==> config.mk <==
export PLATFORM = sky130hd
export DESIGN_NAME = spi_input_conditioner
export DESIGN_NICKNAME = d
export VERILOG_FILES = /design/src/rtl/spi_input_conditioner.sv
export SDC_FILE = /design/constraint.sdc
export NUM_CORES = 1
export LEC_CHECK = 0
export CORE_ASPECT_RATIO = 0.7
export CORE_MARGIN = 2
export CORE_UTILIZATION = 25
export CTS_BUF_LIST = sky130_fd_sc_hd__clkbuf_4 sky130_fd_sc_hd__clkbuf_8 sky130_fd_sc_hd__clkbuf_16
export CTS_CLUSTER_DIAMETER = 150
export DETAILED_ROUTE_END_ITERATION = 10
export HOLD_SLACK_MARGIN = 0.08
export PLACE_DENSITY = 0.51
export SKIP_LAST_GASP = 1
export SYNTH_ARGS = -nofsm -noshare
export SYNTH_HDL_FRONTEND = slang
export SYNTH_SLANG_ARGS = --single-unit
==> constraint.sdc <==
create_clock -name clk -period 1.5 [get_ports clk]
set_input_delay 0.3 -clock clk [delete_from_list [all_inputs] [get_ports clk]]
set_output_delay 0.3 -clock clk [all_outputs]
set_load 0.01 [all_outputs]
==> src/rtl/spi_input_conditioner.sv <==
// Pin conditioning for the SPI slave: two-flop synchronizer, per-channel debounce
// counter and registered edge strobes for SCLK, CS and MOSI.
module spi_input_conditioner #(
    parameter int WAIT_TIME     = 3,
    parameter int COUNTER_WIDTH = 3
) (
    input  logic clk,
    input  logic reset,
    input  logic sclk_pin,
    input  logic cs_pin,
    input  logic mosi_pin,
    output logic sclk_conditioned,
    output logic sclk_positiveedge,
    output logic sclk_negativeedge,
    output logic cs_conditioned,
    output logic cs_negativeedge,
    output logic mosi_conditioned
);

    localparam int unsigned NCH = 3;
    localparam int unsigned CH_SCLK = 0;
    localparam int unsigned CH_CS   = 1;
    localparam int unsigned CH_MOSI = 2;

    // CS idles high (deselected); SCLK and MOSI idle low.
    localparam logic [NCH-1:0] RESET_LEVEL = 3'b010;
    localparam logic [COUNTER_WIDTH-1:0] WAIT_COUNT = COUNTER_WIDTH'(WAIT_TIME);

    logic [NCH-1:0]           pins;
    logic [NCH-1:0]           sync0;
    logic [NCH-1:0]           sync1;
    logic [NCH-1:0]           level;
    logic [NCH-1:0]           accept;
    logic [COUNTER_WIDTH-1:0] count      [NCH];
    logic [COUNTER_WIDTH-1:0] count_next [NCH];
    logic                     sclk_pos_q;
    logic                     sclk_neg_q;
    logic                     cs_neg_q;

    assign pins = {mosi_pin, cs_pin, sclk_pin};

    always_comb begin
        accept = '0;
        for (int unsigned i = 0; i < NCH; i++) begin
            count_next[i] = '0;
            if (sync1[i] != level[i]) begin
                if (count[i] == WAIT_COUNT) begin
                    accept[i] = 1'b1;
                end else begin
                    count_next[i] = count[i] + COUNTER_WIDTH'(1);
                end
            end
        end
    end

    always_ff @(posedge clk or posedge reset) begin
        if (reset) begin
            sync0      <= RESET_LEVEL;
            sync1      <= RESET_LEVEL;
            level      <= RESET_LEVEL;
            sclk_pos_q <= 1'b0;
            sclk_neg_q <= 1'b0;
            cs_neg_q   <= 1'b0;
            for (int unsigned i = 0; i < NCH; i++) begin
                count[i] <= '0;
            end
        end else begin
            sync0 <= pins;
            sync1 <= sync0;
            // Acceptance only happens on a mismatch, so it is a toggle of the level.
            level      <= level ^ accept;
            sclk_pos_q <= accept[CH_SCLK] & sync1[CH_SCLK];
            sclk_neg_q <= accept[CH_SCLK] & ~sync1[CH_SCLK];
            cs_neg_q   <= accept[CH_CS] & ~sync1[CH_CS];
            for (int unsigned i = 0; i < NCH; i++) begin
                count[i] <= count_next[i];
            end
        end
    end

    assign sclk_conditioned  = level[CH_SCLK];
    assign cs_conditioned    = level[CH_CS];
    assign mosi_conditioned  = level[CH_MOSI];
    assign sclk_positiveedge = sclk_pos_q;
    assign sclk_negativeedge = sclk_neg_q;
    assign cs_negativeedge   = cs_neg_q;

endmodule

==> impl_metrics.env, run 1 <==
export IMPL_die_x_um=69.99
export IMPL_synth_cells=46
export IMPL_grt_overflow=0
export IMPL_h_tree_depth=1
export IMPL_cts_buffers=3
export IMPL_relSlewSlack_pct=81.30
export IMPL_grt_busiest_layer="met2"
export IMPL_setup_viol_count_final=0
export IMPL_r2r_slack_ps=330
export IMPL_first_iter_violations=3
export IMPL_diodes=0
export IMPL_r2r_cells=3
export IMPL_grt_start_max_net_pins=15
export IMPL_clkLatencyLatePin_ps=250
export IMPL_syn_nets=54
export IMPL_path_clk_slew_ps=70
export IMPL_cts_sink_count=21
export IMPL_die_h_um=50.19
export IMPL_cts_root_buf="clkbuf_8"
export IMPL_syn2layout_area_growth_pct=28.08
export IMPL_setup_tns_ps=0
export IMPL_hold_path_class="in2async"
export IMPL_fin_crit_sh_pct=94.70
export IMPL_whs_ps=334.4
export IMPL_timing_fmax_mhz=704.0
export IMPL_initial_core_util_pct=26.80
export IMPL_cts_hold_buf=0
export IMPL_cp_slowest_cell="clkdlybuf4s50_1"
export IMPL_arrival_ps=1120
export IMPL_pre_cts_ws_ps=133.0
export IMPL_timing_final_ws_setup_ps=79.49
export IMPL_antenna_found_initial=0
export IMPL_leakagePower_nw=0.4326
export IMPL_critPathKind="reg2out"
export IMPL_post_route_drc_count=0
export IMPL_syn_area_um2=762.0
export IMPL_drt_pre_antenna_iters=3
export IMPL_crit_required_ps=1200
export IMPL_met3_usage_pct=4.217
export IMPL_timing_rr_start="count[6]$_DFF_PP0_"
export IMPL_cts_tree="done"
export IMPL_via_per_inst=4.071
export IMPL_cpPeakStageDelay_ps=530
export IMPL_wl_per_cell_um=9.889
export IMPL_dieArea_um2=3513
export IMPL_nFillCells=288
export IMPL_peakVddDrop_mv=0.6032
export IMPL_use_met1_pct=8.662
export IMPL_yosys_warnings=0
export IMPL_grt_pass1_vias=402
export IMPL_gp_congestion=0.5904
export IMPL_grt_first_pass_wirelength_um=1828
export IMPL_port_buffer_count=10
export IMPL_cts_buffer_depth=2
export IMPL_floorplan_core_area_um2=2843
export IMPL_worst_path_buf_inv=1
export IMPL_rows=16
export IMPL_synth_seq_cells=21
export IMPL_cap_viol_max_count=0
export IMPL_ant_nets=0
export IMPL_fin_nets=72
export IMPL_report_final_slew_viol_count=0
export IMPL_fin_skew_ps=1.749
export IMPL_layout_common_cells="dfrtp_1, nor3b_1, clkdlybuf4s50_1"
export IMPL_worstMarginPinSlew_ps=278.4
export IMPL_powerDensity_nw_per_um2=1569
export IMPL_hold_viol_final=0
export IMPL_synth_top_area_cell="dfrtp_1"
export IMPL_dpl_hpwl_um=766
export IMPL_outcome="complete, no violations"
export IMPL_ys_types=12
export IMPL_drive_above_1_share_pct=23.81
export IMPL_rsz0062_at_grt="no"
export IMPL_seq_area_frac_synth_pct=69.46
export IMPL_ios=11
export IMPL_fin_crit_ps=1421
export IMPL_cp_cell_sequence="clkdlybuf4s50_1"
export IMPL_critPathTopFamily="buffers and inverters"
export IMPL_mostFrequentLayoutCell="dfrtp_1"
export IMPL_wl_um=979
export IMPL_end_kind="output pin"
export IMPL_synth_top_area_share_pct=59.11
export IMPL_synth_area_leaders="dfrtp_1, dfstp_2, nor3b_1, ha_1, nand2b_4"
export IMPL_startpoint_type="flop"
export IMPL_cp_max_fo=2
export IMPL_grt_use_total_pct=6.818
export IMPL_grtUsageMet2_pct=10.16
export IMPL_vias=403
export IMPL_syn_avg_cell_area_um2=16.56
==> stage by stage <==
stage          power, mW  utilization (%)  instances  instance area [µm²]
2_1_floorplan      1.030                -         46                762.0
3_3_place_gp       1.182            32.44         94                922.1
3_5_place_dp       1.190            32.44         94                922.1
4_1_cts            1.546            34.07         98                968.4
5_1_grt            1.654            34.33         99                975.9
6_report           1.532            34.33         99                975.9
==> final cells by class <==
type	count	area (µm²)	area share, %
inverter	1	3.754	0.3846
multi-input combinational	24	229.0	23.46
timing repair buffer	13	120.1	12.31
sequential	21	529.3	54.23
tap	36	45.04	4.615
clock buffer	4	48.80	5.000
==> cells by family after synthesis <==
kind of cell             Yosys count  share of synthesized area (%)
XOR/XNOR                           3                          3.449
adder cells (fa/ha/maj)            3                          4.927
buffers and inverters              1                         0.4921
flip-flops                        21                          69.46
multiplexers                       3                          4.433
AND/OR/NAND/NOR                   15                          17.24
==> where the power goes <==
group,switching (mW),internal (mW)
Sequential,0.0697,0.697
Clock,0.157,0.206
Combinational,0.165,0.237
Total,0.391,1.14
==> Yosys cell counts <==
cell / instances
nor3b_1: 9
xnor2_1: 3
and3b_1: 2
mux2_2: 2
dfrtp_1: 18
mux2_1: 1
nor2b_4: 1
nor3_1: 1
inv_1: 1
dfstp_2: 3
nand2b_4: 2
ha_1: 3
==> worst min-delay path, cell delays in order <==
cell and delay, ps:
clkdlybuf4s50_1 400, inv_1 70, buf_4 150
==> timing repair <==
action / CTS / global route
setup buffers: 0 / 1
gates resized for setup: 2 / 0
endpoints found under the setup margin: 2 / 1
hold endpoints to repair: 0 / 0
==> how the worst max path moves through the flow <==
stage | start | end | cells past startpoint
3_5_place_dp | flop | cs_conditioned | 1
3_3_place_gp | flop | cs_conditioned | 1
4_1_cts | flop | mosi_conditioned | 1
2_1_floorplan | count[6]$_DFF_PP0_ | flop | 3
6_report | flop | mosi_conditioned | 1
5_1_grt | cs_negativeedge$_DFF_PP0_ | cs_negativeedge | 1
==> routing by layer <==
| metal | vias to the layer above | wire length (µm) |
|---|---|---|
| li1 | 189 | - |
| met1 | 207 | 528 |
| met2 | 7 | 400 |
| met3 | 0 | 49 |
| met4 | 0 | 0 |
| met5 | - | 0 |
Note: power is estimated with default switching activity, not from simulation.
==> run 2: changes to the inputs <==
--- a/config.mk
+++ b/config.mk
@@ -8,7 +8,7 @@
 export CORE_ASPECT_RATIO = 0.7
 export CORE_MARGIN = 2
 export CORE_UTILIZATION = 25
-export CTS_BUF_LIST = sky130_fd_sc_hd__clkbuf_4 sky130_fd_sc_hd__clkbuf_8 sky130_fd_sc_hd__clkbuf_16
+export CTS_BUF_LIST = sky130_fd_sc_hd__clkbuf_4 sky130_fd_sc_hd__clkbuf_8
 export CTS_CLUSTER_DIAMETER = 150
 export DETAILED_ROUTE_END_ITERATION = 10
 export HOLD_SLACK_MARGIN = 0.08
==> results of run 2 <==
The final DEF is identical to that of run 1; final timing and power are the same.
==> run 3: changes to the inputs <==
==> constraint.sdc (replaced) <==
create_clock -name clk -period 1.7 [get_ports clk]
set_input_delay 0.34 -clock clk [delete_from_list [all_inputs] [get_ports clk]]
set_output_delay 0.34 -clock clk [all_outputs]
set_load 0.01 [all_outputs]
==> run 3 against run 2 <==
Die area is the same. Critical path depth is the same. Largest cell class unchanged. Via count shrank 0.25%. Register-to-register slack gained 200 ps. First-iteration DRC count shrank 100%. Wire length grew 10%. Worst setup slack gained 48 ps. Global-route usage grew 0.48 points. Total power shrank 11%.
==> impl_metrics.env, run 3 (synthesized netlist as in run 1, its figures left out) <==
export IMPL_arrival_ps=1230
export IMPL_layout_common_cells="dfrtp_1, nor3b_1, clkdlybuf4s50_1"
export IMPL_hold_viol_final=0
export IMPL_pwr_share_comb_pct=25.6
export IMPL_grt_use_total_pct=7.302
export IMPL_grt_pass1_vias=409
export IMPL_p_sw_share_pct=26.20
export IMPL_cts_sink_count=21
export IMPL_cap_viol_max_count=0
export IMPL_cts_tree="done"
export IMPL_critPathKind="reg2out"
export IMPL_p_seq_share_pct=50.2
export IMPL_fin_skew_ps=4.303
export IMPL_cp_max_fo=5
export IMPL_cts_root_buf="clkbuf_8"
export IMPL_ant_nets=0
export IMPL_wl_um=1077
export IMPL_outcome="complete, no violations"
export IMPL_powerDensity_nw_per_um2=1411
export IMPL_timing_fmax_mhz=635.9
export IMPL_cts_buffer_depth=2
export IMPL_whs_ps=326.2
export IMPL_leakagePower_nw=0.4297
export IMPL_initial_core_util_pct=26.80
export IMPL_fin_crit_ps=1573
export IMPL_place_area_um2=914.6
export IMPL_path_clk_slew_ps=70
export IMPL_ios=11
export IMPL_intPower_mw=1.006
export IMPL_worst_path_buf_inv=1
export IMPL_worstMarginPinSlew_ps=287.0
export IMPL_setup_viol_count_final=0
export IMPL_startpoint_type="flop"
export IMPL_grt_first_pass_wirelength_um=1911
export IMPL_p_switching_mw=0.3572
export IMPL_crit_required_ps=1360
export IMPL_gp_congestion=0.5956
export IMPL_clkLatencyLatePin_ps=250
export IMPL_fin_nets=70
export IMPL_fin_crit_sh_pct=92.51
export IMPL_hold_path_class="in2async"
export IMPL_rows=16
export IMPL_post_route_drc_count=0
export IMPL_grt_overflow=0
export IMPL_floorplan_core_area_um2=2843
export IMPL_drt_pre_antenna_iters=1
export IMPL_timing_rr_start="count[6]$_DFF_PP0_"
export IMPL_dieArea_um2=3513
export IMPL_diodes=0
export IMPL_via_per_inst=4.144
export IMPL_end_kind="output pin"
export IMPL_wl_per_cell_um=11.10
export IMPL_power_frac_clock_pct=24.2
export IMPL_grt_start_max_net_pins=15
export IMPL_cts_buffers=3
export IMPL_setup_tns_ps=0
export IMPL_p_total_mw=1.363
export IMPL_die_h_um=50.19
export IMPL_vias=402
export IMPL_relSlewSlack_pct=80.73
export IMPL_r2r_slack_ps=530
export IMPL_r2r_cells=3
export IMPL_cp_cell_sequence="clkdlybuf4s50_1"
export IMPL_cpPeakStageDelay_ps=560
export IMPL_first_iter_violations=0
export IMPL_syn2layout_area_growth_pct=26.77
export IMPL_mostFrequentLayoutCell="dfrtp_1"
export IMPL_stdcell_area_um2=965.9
export IMPL_cp_slowest_cell="clkdlybuf4s50_1"
export IMPL_h_tree_depth=1
export IMPL_rsz0062_at_grt="no"
export IMPL_peakVddDrop_mv=0.5564
export IMPL_report_final_slew_viol_count=0
export IMPL_die_x_um=69.99
export IMPL_post_cts_buffers=0
export IMPL_drive_above_1_share_pct=21.31
export IMPL_port_buffer_count=10
export IMPL_cts_hold_buf=0
export IMPL_antenna_found_initial=0
export IMPL_critPathTopFamily="buffers and inverters"
[run 3: what timing repair did]
| item | 4_1_cts | 5_1_grt |
|---|---|---|
| hold endpoints to repair | 0 | 0 |
| gates resized for setup | 0 | 1 |
| endpoints found under the setup margin | 0 | 1 |
[run 3: stage by stage]
stage	cells	utilization (%)	setup WS (ps)
final	97	33.98	127.3
after CTS	97	33.89	7.069
after floorplan	46	-	593.6
after global placement	93	32.17	296.9
after detailed placement	93	32.17	292.9
after global routing	97	33.98	70.88
[run 3: worst max-delay path by stage]
stage	from	endpoint	depth (start not counted)
floorplan	count[6]$_DFF_PP0_	flop	3
global placement	flop	cs_conditioned	1
detailed placement	flop	cs_conditioned	1
CTS	flop	cs_conditioned	1
global route	flop	sclk_conditioned	1
finish	flop	sclk_conditioned	1
[run 3: worst reg2reg max path: stages, from the launching register on]
cell	delay (ps)
dfrtp_1	390
ha_1	250
nand2b_4	100
mux2_1	320
[run 3: power by group through the flow]
stage	clock network (mW)	registers [mW]	logic, mW
global placement	0	0.687	0.354
detailed placement	0	0.697	0.359
floorplan	0	0.701	0.207
finish	0.330	0.685	0.349
CTS	0.348	0.687	0.360
global route	0.369	0.702	0.397
[run 3: layer usage]
| layer | GRT usage (%) | vias up | wire, µm |
|---|---|---|---|
| li1 | - | 188 | - |
| met1 | 8.673 | 207 | 567 |
| met2 | 10.95 | 7 | 453 |
| met3 | 4.819 | 0 | 56 |
| met4 | 1.923 | 0 | 0 |
| met5 | 0 | - | 0 |
[run 3: area by class of cell]
type	instances	area, µm²
flip-flops and latches	21	529.3
inverters	1	3.754
repair buffers	11	110.1
fillers	280	1877
multi-input cells	24	229.0
well taps	36	45.04
clock buffers	4	48.80
